$ cat config.mk
export PLATFORM = sky130hd
export DESIGN_NAME = mem_arb_flat
export DESIGN_NICKNAME = d
export VERILOG_FILES = /design/src/rtl/mem_arb_pkg.sv /design/src/rtl/mem_arb_if.sv /design/src/rtl/mem_arb_starve_ctr.sv /design/src/rtl/mem_arb.sv /design/src/flat_wrapper.sv
export SDC_FILE = /design/constraint.sdc
export NUM_CORES = 1
export LEC_CHECK = 0
export ABC_AREA = 1
export CORE_AREA = 2 2 131 133
export CTS_CLUSTER_DIAMETER = 120
export DETAILED_ROUTE_END_ITERATION = 10
export DIE_AREA = 0 0 133 135
export PLACE_DENSITY = 0.76
export SLEW_MARGIN = 10
export SYNTH_ARGS = -nofsm -noshare
export SYNTH_HDL_FRONTEND = slang
export SYNTH_SLANG_ARGS = --single-unit
$ cat constraint.sdc
create_clock -name clk -period 2.7 [get_ports clk]
set_clock_uncertainty 0.05 [all_clocks]
set_input_delay 0.405 -clock clk [delete_from_list [all_inputs] [get_ports clk]]
set_output_delay 0.405 -clock clk [all_outputs]
set_load 0.1 [all_outputs]
$ cat src/rtl/mem_arb_pkg.sv
// mem_arb_pkg: data width plus the read-FSM state and owner types shared by the
// memory read arbiter files.
package mem_arb_pkg;
    localparam int XLEN = 32;
    typedef enum logic [1:0] {ARB_IDLE, ARB_REQ, ARB_WAIT} arb_state_e;
    typedef enum logic {OWN_IF, OWN_LSU} arb_owner_e;
endpackage

$ cat src/rtl/mem_arb_if.sv
// mem_arb_if: fetch, LSU and memory-side signals of the arbiter; slave is the
// arbiter's view, master is the requester/memory side.
interface mem_arb_if;
    logic flush;
    logic if_req_valid, if_req_ready, if_resp_valid;
    logic [mem_arb_pkg::XLEN-1:0] if_req_addr, if_resp_data;
    logic lsu_rd_valid, lsu_rd_ready, lsu_resp_valid;
    logic [mem_arb_pkg::XLEN-1:0] lsu_rd_addr, lsu_resp_data;
    logic lsu_wr_valid;
    logic [mem_arb_pkg::XLEN-1:0] lsu_wr_addr, lsu_wr_data;
    logic mem_rd_valid, mem_rd_resp;
    logic [mem_arb_pkg::XLEN-1:0] mem_rd_addr, mem_rd_data;
    logic mem_wr_valid;
    logic [mem_arb_pkg::XLEN-1:0] mem_wr_addr, mem_wr_data;
    modport slave (
        input  flush, if_req_valid, if_req_addr, lsu_rd_valid, lsu_rd_addr,
        input  lsu_wr_valid, lsu_wr_addr, lsu_wr_data, mem_rd_resp, mem_rd_data,
        output if_req_ready, if_resp_valid, if_resp_data, lsu_rd_ready, lsu_resp_valid,
        output lsu_resp_data, mem_rd_valid, mem_rd_addr, mem_wr_valid, mem_wr_addr, mem_wr_data
    );
    modport master (
        output flush, if_req_valid, if_req_addr, lsu_rd_valid, lsu_rd_addr,
        output lsu_wr_valid, lsu_wr_addr, lsu_wr_data, mem_rd_resp, mem_rd_data,
        input  if_req_ready, if_resp_valid, if_resp_data, lsu_rd_ready, lsu_resp_valid,
        input  lsu_resp_data, mem_rd_valid, mem_rd_addr, mem_wr_valid, mem_wr_addr, mem_wr_data
    );
endinterface

$ cat src/rtl/mem_arb_starve_ctr.sv
// mem_arb_starve_ctr: saturating count of contested LSU grants; hit forces the
// next contested grant to fetch.
module mem_arb_starve_ctr #(
    parameter int STARVE_MAX = 4
) (
    input  logic clk,
    input  logic rst,
    input  logic inc,
    input  logic clr,
    output logic hit
);
    localparam int W = $clog2(STARVE_MAX + 1);
    logic [W-1:0] cnt;
    assign hit = cnt == W'(STARVE_MAX);
    always_ff @(posedge clk)
        cnt <= (rst || clr) ? '0 : (inc && !hit) ? cnt + 1'b1 : cnt;
endmodule

$ cat src/rtl/mem_arb.sv
// mem_arb: shares the memory read port between fetch and LSU loads with one read
// outstanding, and forwards committed stores to the write port one cycle later.
module mem_arb
    import mem_arb_pkg::*;
#(
    parameter int STARVE_MAX = 4
) (
    input logic clk,
    input logic rst,
    mem_arb_if.slave bus
);
    arb_state_e state, state_next;
    arb_owner_e owner;
    logic [XLEN-1:0] addr, wr_addr, wr_data;
    logic wr_valid, drop, starve_hit, idle, if_ok, free, grant_if, grant_lsu, resp_hit;
    logic if_ready, lsu_ready, rd_valid, if_resp, lsu_resp;

    assign idle = state == ARB_IDLE;
    assign if_ok = bus.if_req_valid && !bus.flush;
    // a same-cycle store must reach memory before any read is issued
    assign free = idle && !bus.lsu_wr_valid;
    assign grant_if = free && if_ok && (!bus.lsu_rd_valid || starve_hit);
    assign grant_lsu = free && bus.lsu_rd_valid && !(if_ok && starve_hit);
    assign resp_hit = !idle && bus.mem_rd_resp;

    mem_arb_starve_ctr #(.STARVE_MAX(STARVE_MAX)) u_starve (
        .clk(clk),
        .rst(rst),
        .inc(grant_lsu && if_ok),
        .clr(grant_if || (idle && !bus.if_req_valid)),
        .hit(starve_hit)
    );

    always_ff @(posedge clk)
        state <= rst ? ARB_IDLE : state_next;

    always_comb
        state_next = idle ? ((grant_if || grant_lsu) ? ARB_REQ : ARB_IDLE)
                          : (resp_hit ? ARB_IDLE : ARB_WAIT);

    always_comb begin
        if_ready = grant_if;
        lsu_ready = grant_lsu;
        rd_valid = state == ARB_REQ;
        if_resp = resp_hit && owner == OWN_IF && !drop && !bus.flush;
        lsu_resp = resp_hit && owner == OWN_LSU;
    end

    always_ff @(posedge clk) begin
        if (rst) begin
            addr <= '0;
            owner <= OWN_IF;
            drop <= 1'b0;
            wr_valid <= 1'b0;
            wr_addr <= '0;
            wr_data <= '0;
        end else begin
            if (grant_if || grant_lsu) begin
                addr <= grant_lsu ? bus.lsu_rd_addr : bus.if_req_addr;
                owner <= grant_lsu ? OWN_LSU : OWN_IF;
            end
            // sticky squash of an in-flight fetch; released when the read retires
            drop <= !idle && !resp_hit && (drop || bus.flush);
            wr_valid <= bus.lsu_wr_valid;
            wr_addr <= bus.lsu_wr_addr;
            wr_data <= bus.lsu_wr_data;
        end
    end

    assign bus.if_req_ready = if_ready;
    assign bus.lsu_rd_ready = lsu_ready;
    assign bus.if_resp_valid = if_resp;
    assign bus.lsu_resp_valid = lsu_resp;
    assign bus.if_resp_data = if_resp ? bus.mem_rd_data : '0;
    assign bus.lsu_resp_data = lsu_resp ? bus.mem_rd_data : '0;
    assign bus.mem_rd_valid = rd_valid;
    assign bus.mem_rd_addr = addr;
    assign bus.mem_wr_valid = wr_valid;
    assign bus.mem_wr_addr = wr_addr;
    assign bus.mem_wr_data = wr_data;
endmodule

$ cat src/flat_wrapper.sv
// flat-port wrapper written by rule: the top's interface ports become plain ports
module mem_arb_flat import mem_arb_pkg::*;
#(
    parameter int STARVE_MAX = 4
)
  (clk, rst, bus_flush, bus_if_req_valid, bus_if_req_addr, bus_lsu_rd_valid, bus_lsu_rd_addr, bus_lsu_wr_valid, bus_lsu_wr_addr, bus_lsu_wr_data, bus_mem_rd_resp, bus_mem_rd_data, bus_if_req_ready, bus_if_resp_valid, bus_if_resp_data, bus_lsu_rd_ready, bus_lsu_resp_valid, bus_lsu_resp_data, bus_mem_rd_valid, bus_mem_rd_addr, bus_mem_wr_valid, bus_mem_wr_addr, bus_mem_wr_data);
  mem_arb_if bus_i ();
  input logic clk;
  input logic rst;
  input wire logic [$bits(bus_i.flush)-1:0] bus_flush;
  input wire logic [$bits(bus_i.if_req_valid)-1:0] bus_if_req_valid;
  input wire logic [$bits(bus_i.if_req_addr)-1:0] bus_if_req_addr;
  input wire logic [$bits(bus_i.lsu_rd_valid)-1:0] bus_lsu_rd_valid;
  input wire logic [$bits(bus_i.lsu_rd_addr)-1:0] bus_lsu_rd_addr;
  input wire logic [$bits(bus_i.lsu_wr_valid)-1:0] bus_lsu_wr_valid;
  input wire logic [$bits(bus_i.lsu_wr_addr)-1:0] bus_lsu_wr_addr;
  input wire logic [$bits(bus_i.lsu_wr_data)-1:0] bus_lsu_wr_data;
  input wire logic [$bits(bus_i.mem_rd_resp)-1:0] bus_mem_rd_resp;
  input wire logic [$bits(bus_i.mem_rd_data)-1:0] bus_mem_rd_data;
  output wire logic [$bits(bus_i.if_req_ready)-1:0] bus_if_req_ready;
  output wire logic [$bits(bus_i.if_resp_valid)-1:0] bus_if_resp_valid;
  output wire logic [$bits(bus_i.if_resp_data)-1:0] bus_if_resp_data;
  output wire logic [$bits(bus_i.lsu_rd_ready)-1:0] bus_lsu_rd_ready;
  output wire logic [$bits(bus_i.lsu_resp_valid)-1:0] bus_lsu_resp_valid;
  output wire logic [$bits(bus_i.lsu_resp_data)-1:0] bus_lsu_resp_data;
  output wire logic [$bits(bus_i.mem_rd_valid)-1:0] bus_mem_rd_valid;
  output wire logic [$bits(bus_i.mem_rd_addr)-1:0] bus_mem_rd_addr;
  output wire logic [$bits(bus_i.mem_wr_valid)-1:0] bus_mem_wr_valid;
  output wire logic [$bits(bus_i.mem_wr_addr)-1:0] bus_mem_wr_addr;
  output wire logic [$bits(bus_i.mem_wr_data)-1:0] bus_mem_wr_data;
  assign bus_i.flush = bus_flush;
  assign bus_i.if_req_valid = bus_if_req_valid;
  assign bus_i.if_req_addr = bus_if_req_addr;
  assign bus_i.lsu_rd_valid = bus_lsu_rd_valid;
  assign bus_i.lsu_rd_addr = bus_lsu_rd_addr;
  assign bus_i.lsu_wr_valid = bus_lsu_wr_valid;
  assign bus_i.lsu_wr_addr = bus_lsu_wr_addr;
  assign bus_i.lsu_wr_data = bus_lsu_wr_data;
  assign bus_i.mem_rd_resp = bus_mem_rd_resp;
  assign bus_i.mem_rd_data = bus_mem_rd_data;
  assign bus_if_req_ready = bus_i.if_req_ready;
  assign bus_if_resp_valid = bus_i.if_resp_valid;
  assign bus_if_resp_data = bus_i.if_resp_data;
  assign bus_lsu_rd_ready = bus_i.lsu_rd_ready;
  assign bus_lsu_resp_valid = bus_i.lsu_resp_valid;
  assign bus_lsu_resp_data = bus_i.lsu_resp_data;
  assign bus_mem_rd_valid = bus_i.mem_rd_valid;
  assign bus_mem_rd_addr = bus_i.mem_rd_addr;
  assign bus_mem_wr_valid = bus_i.mem_wr_valid;
  assign bus_mem_wr_addr = bus_i.mem_wr_addr;
  assign bus_mem_wr_data = bus_i.mem_wr_data;
  mem_arb #(.STARVE_MAX(STARVE_MAX)) u_core (.clk(clk), .rst(rst), .bus(bus_i));
endmodule
==> flow_summary.yaml <==
run_status:
  outcome: "finished clean"
place:
  placed_area_sq_um: 8710
  gp_congestion: 0.875
  port_buffers: 332
  dp_cells: 1195
  hpwl_um: 13100
finish:
  nets: 1155
  area_growth_pct: 96.0
  drive_above_1_share: 0.238
  diodes: 0
  fillers: 1468
  design_area_sq_um: 9010
  fin_cells: 1211
yosys:
  syn_area_per_cell_sq_um: 6.88
  post-synth-top-count-cell: "inv_1"
  synthTopCellsByCount: "159 x inv_1, 135 x nor2_1, 104 x dfxtp_1"
  synth-seq-cells: 104
  ys_top_cells_by_area: "dfxtp_1 45%, inv_1 13%, nor2_1 11%"
  synthesis.area_sq_um: 4600
  synth_warnings: 0
  synth_top_cell_by_area: "dfxtp_1"
  synth_edf_count: 0
  synth-seq-area-share: 0.453
  synth_nets: 837
  synth.distinct_cells: 25
  yosysTopAreaCellShare: 0.453
  netlist_instances: 668
  synth-async-reset-ratio: 0
  ys_dominant_reg_cell: "dfxtp_1"
routing:
  viasPerCell: 4.09
  wl_per_cell_um: 13.5
  drt-pass1-iter-count: 4
  wirelength_um: 16300
  final_antenna_net_count: 0
  initialDrtViolationCount: 159
  vias: 4956
  drc: 0
timing:
  grt_setup_unrepaired: "false"
  max_slew.worst_pin.slew_ns: 0.618
  holdWs_ns: 0.315
  max_freq_mhz: 419
  slew_viol_final: 0
  hold_viol: 0
  fin_crit_ns: 2.39
  finalSetupViolCount: 0
  slew_headroom: 0.588
  finalCritPeriodShare: 0.884
clock_network:
  ctsResizeCount: 0
  clockBufferDepth: 2
  path_clk_slew_ns: 0.07
  tritoncts: "yes"
  cts_setup_buffers: 0
  clock_latency_ns: 0.34
  numClockSinks: 104
  cts-root-buf: "clkbuf_16"
  hold_buffers: 0
  cts_htree_levels: 3
  cts_buffers: 9
worst_setup_path:
  end_kind: "output pin"
  crit_arrival_ns: 1.93
  required_ns: 2.25
  rrSetupSlack_ns: 0.91
  worstReg2RegEnd: "u_core.bus.mem_rd_addr[0]$_SDFFE_PP0P_"
  reg2regPathDepth: 8
  crit_start: "bus_mem_rd_resp"
  crit_end: "bus_if_resp_data[7]"
  startpoint_type: "input pin"
  critPathKind: "in -> out"
  r2r_start: "u_core.state[1]$_SDFF_PP0_"
  path_max_fanout: 33
pwr:
  powerDensity_nw_per_um2: 512
  ir_drop_mv: 0.396
  p_leak_nw: 4.50
die:
  row_count: 47
  die_area_sq_um: 18000
  die_w_um: 133
  initial_core_util: 0.280
  fp.dieH_um: 135
  io_pins: 333
  core_area_sq_um: 16400
global_routing:
  grt_pass1_vias: 4900
  grt_pass1_wl_um: 24900
  antenna_found_initial: 0
  grt_max_degree: 65
  grtUsageTotal: 0.175
  overflow: 0
min_path:
  hp-class: "in -> reg"
flow_run:
  cap_violations: 0
==> cell families after synthesis <==
kind of cell	share of synthesized area
AOI/OAI and AO/OA	0.0447
xor gates and xnor gates	0.00381
adders and majority gates	0.00544
buffers and inverters	0.188
DFF	0.453
and+or+nand+nor	0.305
==> layout by cell type (no fill, tap or decap), types with 2 or more instances in the layout <==
cell type	instances
clkdlybuf4s50_1	165
inv_1	158
buf_4	108
dfxtp_1	104
nand2_1	103
nor2_1	102
buf_12	69
nand3_1	35
nand3b_1	32
nor2_4	27
o21ai_1	21
clkinv_1	13
o21ai_0	11
nor2_2	9
clkbuf_16	9
a21oi_1	4
nand3_4	2
o21ai_2	2
xor2_1	2
ha_1	2
clkbuf_8	2
inv_6	2
==> sequential cells by signal (all words and copies together) (netlist names) <==
register and cells:
u_core.bus.mem_rd_addr 32, u_core.bus.mem_wr_addr 32, u_core.u_starve.cnt 3, u_core.owner 1
u_core.drop 1, u_core.bus.mem_wr_valid 1, u_core.bus.mem_wr_data 32, u_core.state 2
==> where the power goes <==
group / switching (mW) / total, mW / internal (mW)
Combinational: 1.14 / 1.65 / 0.503
Clock: 0.604 / 1.29 / 0.691
Sequential: 0.0365 / 1.67 / 1.63
==> area by class of cell <==
cell class	count	area [sq um]	share of cell area
clock inverters	5	45.0	0.00500
inverters	172	646	0.0717
repair buffers	343	3850	0.427
clock buffers	11	253	0.0281
multi-input cells	356	1860	0.206
well taps	220	275	0.0306
flip-flops and latches	104	2080	0.231
==> per-stage QoR <==
step                 util  total power [mW]  setup WS [ns]  setup TNS, ns
finish              0.549              4.61          0.312              0
detailed placement  0.531              3.36          0.328              0
global route        0.549              4.81          0.177              0
floorplan               -              2.83         -0.121          -3.30
global placement    0.531              3.34          0.345              0
CTS                 0.549              4.68          0.315              0
==> metal layers <==
metal | GRT usage | up-vias | wire length, um
met1 | 0.194 | 2189 | 6370
met3 | 0.0593 | 28 | 1190
met4 | 0.0633 | 0 | 376
met2 | 0.313 | 181 | 8410
met5 | 0 | - | 0
li1 | - | 2558 | -
==> critical path: stages <==
cell	delay, ns
clkdlybuf4s50_1	0.50
o21ai_0	0.18
inv_1	0.09
nand3_1	0.06
buf_4	0.24
nor2_1	0.23
buf_12	0.21
==> worst min path at each step <==
stage | startpoint | end | slack (ns) | cells after the start
finish | rst | u_core.bus.mem_wr_valid$_SDFF_PP0_ | 0.32 | 2
global route | rst | u_core.bus.mem_wr_valid$_SDFF_PP0_ | 0.31 | 2
CTS | rst | u_core.state[0]$_SDFF_PP0_ | 0.29 | 2
detailed placement | u_core.u_starve.cnt[1]$_SDFFE_PP0P_ | u_core.u_starve.cnt[1]$_SDFFE_PP0P_ | 0.43 | 2
global placement | u_core.u_starve.cnt[1]$_SDFFE_PP0P_ | u_core.u_starve.cnt[1]$_SDFFE_PP0P_ | 0.42 | 2
floorplan | u_core.u_starve.cnt[1]$_SDFFE_PP0P_ | u_core.u_starve.cnt[1]$_SDFFE_PP0P_ | 0.41 | 2
No activity file was read; power rests on OpenSTA's default activity.
